<file path="src/rtl/vga_pkg.sv">
// vga_pkg: shared geometry defaults, monitor state encoding and RGB packing.
package vga_pkg;
    localparam int H_ACTIVE_DEF = 640;
    localparam int V_ACTIVE_DEF = 480;
    localparam int CW_DEF = 12;
    typedef enum logic {SYNC_WAIT = 1'b0, FRAME = 1'b1} state_t;
    function automatic logic [23:0] rgb24(input logic [7:0] r, input logic [7:0] g, input logic [7:0] b);
        return {r, g, b};
    endfunction
endpackage

</file>
<file path="src/rtl/vga_edge_det.sv">
// vga_edge_det: registers HS/VS/Vde and flags the VS activation and Vde falling edges.
module vga_edge_det #(
    parameter bit VS_POL = 1'b0
) (
    input  logic clk,
    input  logic rst,
    input  logic HS,
    input  logic VS,
    input  logic Vde,
    output logic hs_q,
    output logic vs_active,
    output logic vs_rise,
    output logic de_fall
);
    logic vs_q, de_q;
    always_ff @(posedge clk or negedge rst)
        if (!rst) begin
            hs_q <= 1'b0;
            vs_q <= 1'b0;
            de_q <= 1'b0;
        end else begin
            hs_q <= HS;
            vs_q <= VS;
            de_q <= Vde;
        end
    // Pulses fire on the edge that loads the new level, keeping every output one cycle behind its input.
    assign vs_active = VS == VS_POL;
    assign vs_rise = vs_active && (vs_q != VS_POL);
    assign de_fall = de_q && !Vde;
endmodule

</file>
<file path="src/rtl/vga_stream_monitor.sv">
// vga_stream_monitor: recovers pixel coordinates from a VGA stream and checks geometry,
// frame checksum and one probe pixel.
module vga_stream_monitor
    import vga_pkg::*;
#(
    parameter int H_ACTIVE = H_ACTIVE_DEF,
    parameter int V_ACTIVE = V_ACTIVE_DEF,
    parameter bit VS_POL = 1'b0,
    parameter int CW = CW_DEF
) (
    input  logic          clk,
    input  logic          rst,
    input  logic          HS,
    input  logic          VS,
    input  logic          Vde,
    input  logic [7:0]    R,
    input  logic [7:0]    G,
    input  logic [7:0]    B,
    input  logic          err_clear,
    input  logic [CW-1:0] probe_x,
    input  logic [CW-1:0] probe_y,
    output logic [CW-1:0] x_rx,
    output logic [CW-1:0] y_rx,
    output logic          pix_valid,
    output logic [23:0]   pix_rgb,
    output logic          frame_done,
    output logic [31:0]   frame_sum,
    output logic [23:0]   probe_rgb,
    output logic          line_err,
    output logic          frame_err
);
    localparam logic [CW-1:0] CMAX = '1;
    localparam logic [CW-1:0] HA = CW'(H_ACTIVE);
    localparam logic [CW-1:0] VA = CW'(V_ACTIVE);
    state_t state, state_nx;
    logic hs_q, hs_unused, vs_active, vs_rise, de_fall;
    logic in_frame, pix_en, frame_end, line_set, frame_set;
    logic [CW-1:0] x_cnt, y_cnt, xb, yb;
    logic [31:0] acc, accb;
    logic [23:0] rgb;

    vga_edge_det #(.VS_POL(VS_POL)) u_edge (
        .clk(clk), .rst(rst), .HS(HS), .VS(VS), .Vde(Vde),
        .hs_q(hs_q), .vs_active(vs_active), .vs_rise(vs_rise), .de_fall(de_fall)
    );

    assign hs_unused = hs_q;
    assign rgb = rgb24(R, G, B);

    always_ff @(posedge clk or negedge rst)
        if (!rst) state <= SYNC_WAIT;
        else state <= state_nx;

    always_comb state_nx = vs_rise ? FRAME : state;

    always_comb begin
        in_frame = state == FRAME;
        pix_en = in_frame && Vde;
        frame_end = in_frame && vs_rise;
        line_set = in_frame && de_fall && !vs_rise && (x_cnt != HA);
        frame_set = (frame_end && (y_cnt != VA)) || (pix_en && vs_active);
    end

    // A frame boundary restarts the counters before any pixel on that same cycle is counted.
    assign xb = vs_rise ? '0 : x_cnt;
    assign yb = vs_rise ? '0 : y_cnt;
    assign accb = vs_rise ? 32'd0 : acc;

    always_ff @(posedge clk or negedge rst)
        if (!rst) begin
            x_cnt <= '0;
            y_cnt <= '0;
            acc <= '0;
            x_rx <= '0;
            y_rx <= '0;
            pix_valid <= 1'b0;
            pix_rgb <= '0;
            frame_done <= 1'b0;
            frame_sum <= '0;
            probe_rgb <= '0;
            line_err <= 1'b0;
            frame_err <= 1'b0;
        end else begin
            x_cnt <= de_fall ? '0 : (pix_en && xb != CMAX) ? xb + 1'b1 : xb;
            y_cnt <= (in_frame && de_fall && !vs_rise && yb != CMAX) ? yb + 1'b1 : yb;
            acc <= pix_en ? accb + 32'(rgb) : accb;
            pix_valid <= pix_en;
            pix_rgb <= rgb;
            if (pix_en) begin
                x_rx <= xb;
                y_rx <= yb;
            end
            if (pix_en && xb == probe_x && yb == probe_y) probe_rgb <= rgb;
            if (frame_end) frame_sum <= acc;
            frame_done <= frame_end;
            line_err <= line_set || (line_err && !err_clear);
            frame_err <= frame_set || (frame_err && !err_clear);
        end
endmodule

</file>
<file path="config.mk">
export PLATFORM = sky130hd
export DESIGN_NAME = vga_stream_monitor
export DESIGN_NICKNAME = d
export VERILOG_FILES = /design/src/rtl/vga_pkg.sv /design/src/rtl/vga_edge_det.sv /design/src/rtl/vga_stream_monitor.sv
export SDC_FILE = /design/constraint.sdc
export NUM_CORES = 1
export LEC_CHECK = 0
export CORE_MARGIN = 3
export CORE_UTILIZATION = 53
export DETAILED_ROUTE_END_ITERATION = 7
export PLACE_DENSITY = 0.81
export SLEW_MARGIN = 20
export SYNTH_ARGS = -nofsm -noshare
export SYNTH_HDL_FRONTEND = slang
export SYNTH_SLANG_ARGS = --single-unit
export TNS_END_PERCENT = 20
</file>
<file path="constraint.sdc">
create_clock -name clk -period 4.8 [get_ports clk]
set_input_delay 0.48 -clock clk [delete_from_list [all_inputs] [get_ports clk]]
set_output_delay 0.48 -clock clk [all_outputs]
set_load 0.05 [all_outputs]
</file>
==> results.cfg <==
[global_routing]
antenna_found_initial = 0
grt_overflow = 0
grt_max_degree = 94
grt_pass1_vias = 7169
grt_pass1_wl_um = 36700
grt_usage_pct = 25.6

[clock_network]
cts_resized = 0
clkTransAtPathRegs_ps = 70
post_cts_buffers = 0
cts.sinks = 167
hold_buffers = 0
cts_root_buf = clkbuf_16
cts-buffers-inserted = 17
clk_latency_ps = 440
cts_tree = yes
cts_buffer_depth = 2
h-tree-depth = 4

[logic_synthesis]
ys.flop_type = dfrtp_1
synth.avg_cell_area_um2 = 10.0
synthXorXnorAreaFrac_pct = 3.84
syn_nets = 943
synth-seq-area-share_pct = 48.3
synth_enable_flop_cells = 0
synth_top_family_by_area = simple AND/OR/NAND/NOR gates
synth_cell_types = 67
yosys_warnings = 0
yosys.area_share.simple_pct = 17.9
yosys.area_share.adder_pct = 3.99
synth.area.mux_share_pct = 8.47
synth-seq-cells = 167
async_reset_ff_share_pct = 100
synth-compound-area-share_pct = 14.0
synth_cells = 862
mappedNetlistArea_mm2 = 0.00866

[timing]
hold_viol_final = 0
finalClockSkew_ps = 20.8
fmax_mhz = 274
worstMarginPinSlew_ps = 823
fin_crit_sh_pct = 76.1
relSlewSlack_pct = 45.1
setup_violations = 0
finalSetupTns_ps = 0
fin_crit_ps = 3650
slew_violations = 0
whs_ps = 138
grt_setup_unrepaired = no

[setup_path]
worst-setup-path-type = in2reg
worstSetupEndpointType = flip-flop
slowest_stage = o41ai_1
regToRegEndpoint = acc[24]
cp_cell_sequence = clkdlybuf4s50_1 -> nand2b_2 -> and2_1 -> ha_1 -> fa_1 -> a21oi_1 -> o21ai_1 -> a22oi_1 -> o41ai_1 -> o21ai_0 -> xor2_1
arrival_ps = 3960
reg2regPathDepth = 10
reg2reg_setup_slack_ps = 1470
crit_fanout = 23
worst_path_largest_cell_delay_ps = 770
cp-start-kind = primary input
required_ps = 5110
rr_startpoint = u_edge.vs_q

[route]
num_vias = 7256
drtAntennaViolNets = 0
via_per_inst = 5.88
drt_iter0_drc = 688
first_pass_iters = 6
wl_per_cell_um = 18.2
wirelength_um = 22400
drc = 0

[floorplan]
die_width_um = 134
fp.dieArea_mm2 = 0.0179
start_util_pct = 54.3
num_rows = 46
die_h_um = 134
core_mm2 = 0.0159
io_pins = 162

[flow_run]
cap_violations = 0

[layout]
diodes = 0
fillers = 1258
area_growth_pct = 27.7
drive_above_1_share_pct = 9.24
fin_nets = 1085

[power]
ir_drop_mv = 0.298
p_leak_nw = 4.79
power_density_mw_per_mm2 = 486
finalPower_mw = 5.38

[place]
dp_hpwl_um = 15600
place.gp.congestion = 0.898
portBuffers = 160

[outcome]
status = finished, final reports clean

[min_path]
hold_path.class = in2async
layer usage:
layer | wire [µm] | part of all wire (%) | global-route usage, % | vias up
met5 | 0 | 0 | 0 | -
met4 | 464 | 2.1 | 8.51 | 0
met3 | 1520 | 6.8 | 6.45 | 38
met2 | 10700 | 48 | 40.5 | 269
met1 | 9780 | 44 | 34.9 | 3553
li1 | - | - | - | 3396
cells in the mapped netlist, drive strengths merged (8+ instances only):
library cell / number / share of area, %
nand4: 20 / 1.4
nand3: 30 / 1.7
mux2i: 8 / 0.92
nor3: 9 / 0.52
xnor2: 19 / 1.9
nand2: 102 / 4.4
o21ai: 55 / 3.2
xor2: 19 / 1.9
and2: 30 / 2.2
dfrtp: 167 / 48
nor2b: 8 / 0.58
clkbuf: 36 / 1.6
ha: 26 / 3.8
o211ai: 8 / 0.69
a31oi: 12 / 0.87
a21oi: 45 / 2.6
inv: 22 / 0.95
nor2: 48 / 2.1
buf: 14 / 0.92
and3: 8 / 0.58
mux2: 58 / 7.5
sequential cells by signal (all words and copies together) (netlist names):
name	flops
x_rx	12
frame_done	1
u_edge.de_q	1
u_edge.vs_q	1
in_frame	1
frame_sum	32
pix_valid	1
pix_rgb	24
x_cnt	12
acc	32
y_cnt	12
line_err	1
y_rx	12
frame_err	1
probe_rgb	24
worst max-delay path by stage:
stage | from | to | slack (ps) | cells past startpoint
after CTS | VS | acc[28] | 1160 | 11
after global placement | VS | acc[18] | 880 | 12
after floorplan | VS | acc[18] | 1230 | 14
after detailed placement | VS | acc[28] | 750 | 11
final | VS | acc[24] | 1150 | 11
after global routing | VS | acc[24] | 910 | 11
stage by stage:
stage / cell area (µm²) / setup slack, ps / std cells / utilization [%]
after global placement: 10400 / 880 / 1201 / 65.4
after global routing: 11100 / 905 / 1233 / 69.4
final: 11100 / 1150 / 1233 / 69.4
after floorplan: 8660 / 1230 / 862 / -
after CTS: 11100 / 1160 / 1233 / 69.4
after detailed placement: 10400 / 748 / 1201 / 65.5
power breakdown:
| group | internal (mW) | switching (mW) |
|---|---|---|
| combinational | 0.785 | 1.31 |
| clock | 0.887 | 0.578 |
| sequential | 1.66 | 0.158 |
| total | 3.33 | 2.05 |
area by class of cell:
cell class                      instances  area (µm²)  share of cell area, %
Clock inverter                         11         174                   1.57
Inverter                               22        82.6                  0.747
Clock buffer                           21         450                   4.07
Tap cell                              216         270                   2.44
Multi-Input combinational cell        623        4190                   37.9
Timing Repair Buffer                  173        1710                   15.5
Sequential cell                       167        4180                   37.8
worst max-delay path: cells and delay by family:
kind | cells | cell delay (ps)
xor+xnor | 1 | 180
compound gates | 5 | 1530
buf+inv | 1 | 570
simple gates | 2 | 690
fa+ha+maj | 2 | 480
layout by cell type, fill, tap and decap left out, types with 26 or more instances in the layout:
master / n
dfrtp_1: 167
clkdlybuf4s50_1: 159
nand2_1: 101
o21ai_0: 54
nor2_1: 48
a21oi_1: 45
mux2_2: 38
and2_1: 30
nand3_1: 30
ha_1: 26
logic make-up (layout without fill, tap and decap cells):
| group | count (synthesis) | after routing |
|---|---|---|
| AO/OA/AOI/OAI | 190 | 190 |
| XOR/XNOR | 38 | 38 |
| adder cells (fa/ha/maj) | 27 | 27 |
| buffers and inverters | 72 | 227 |
| flip-flops | 167 | 167 |
| multiplexers | 66 | 66 |
| AND/OR/NAND/NOR | 302 | 302 |
(Power assumes the default switching activity.)
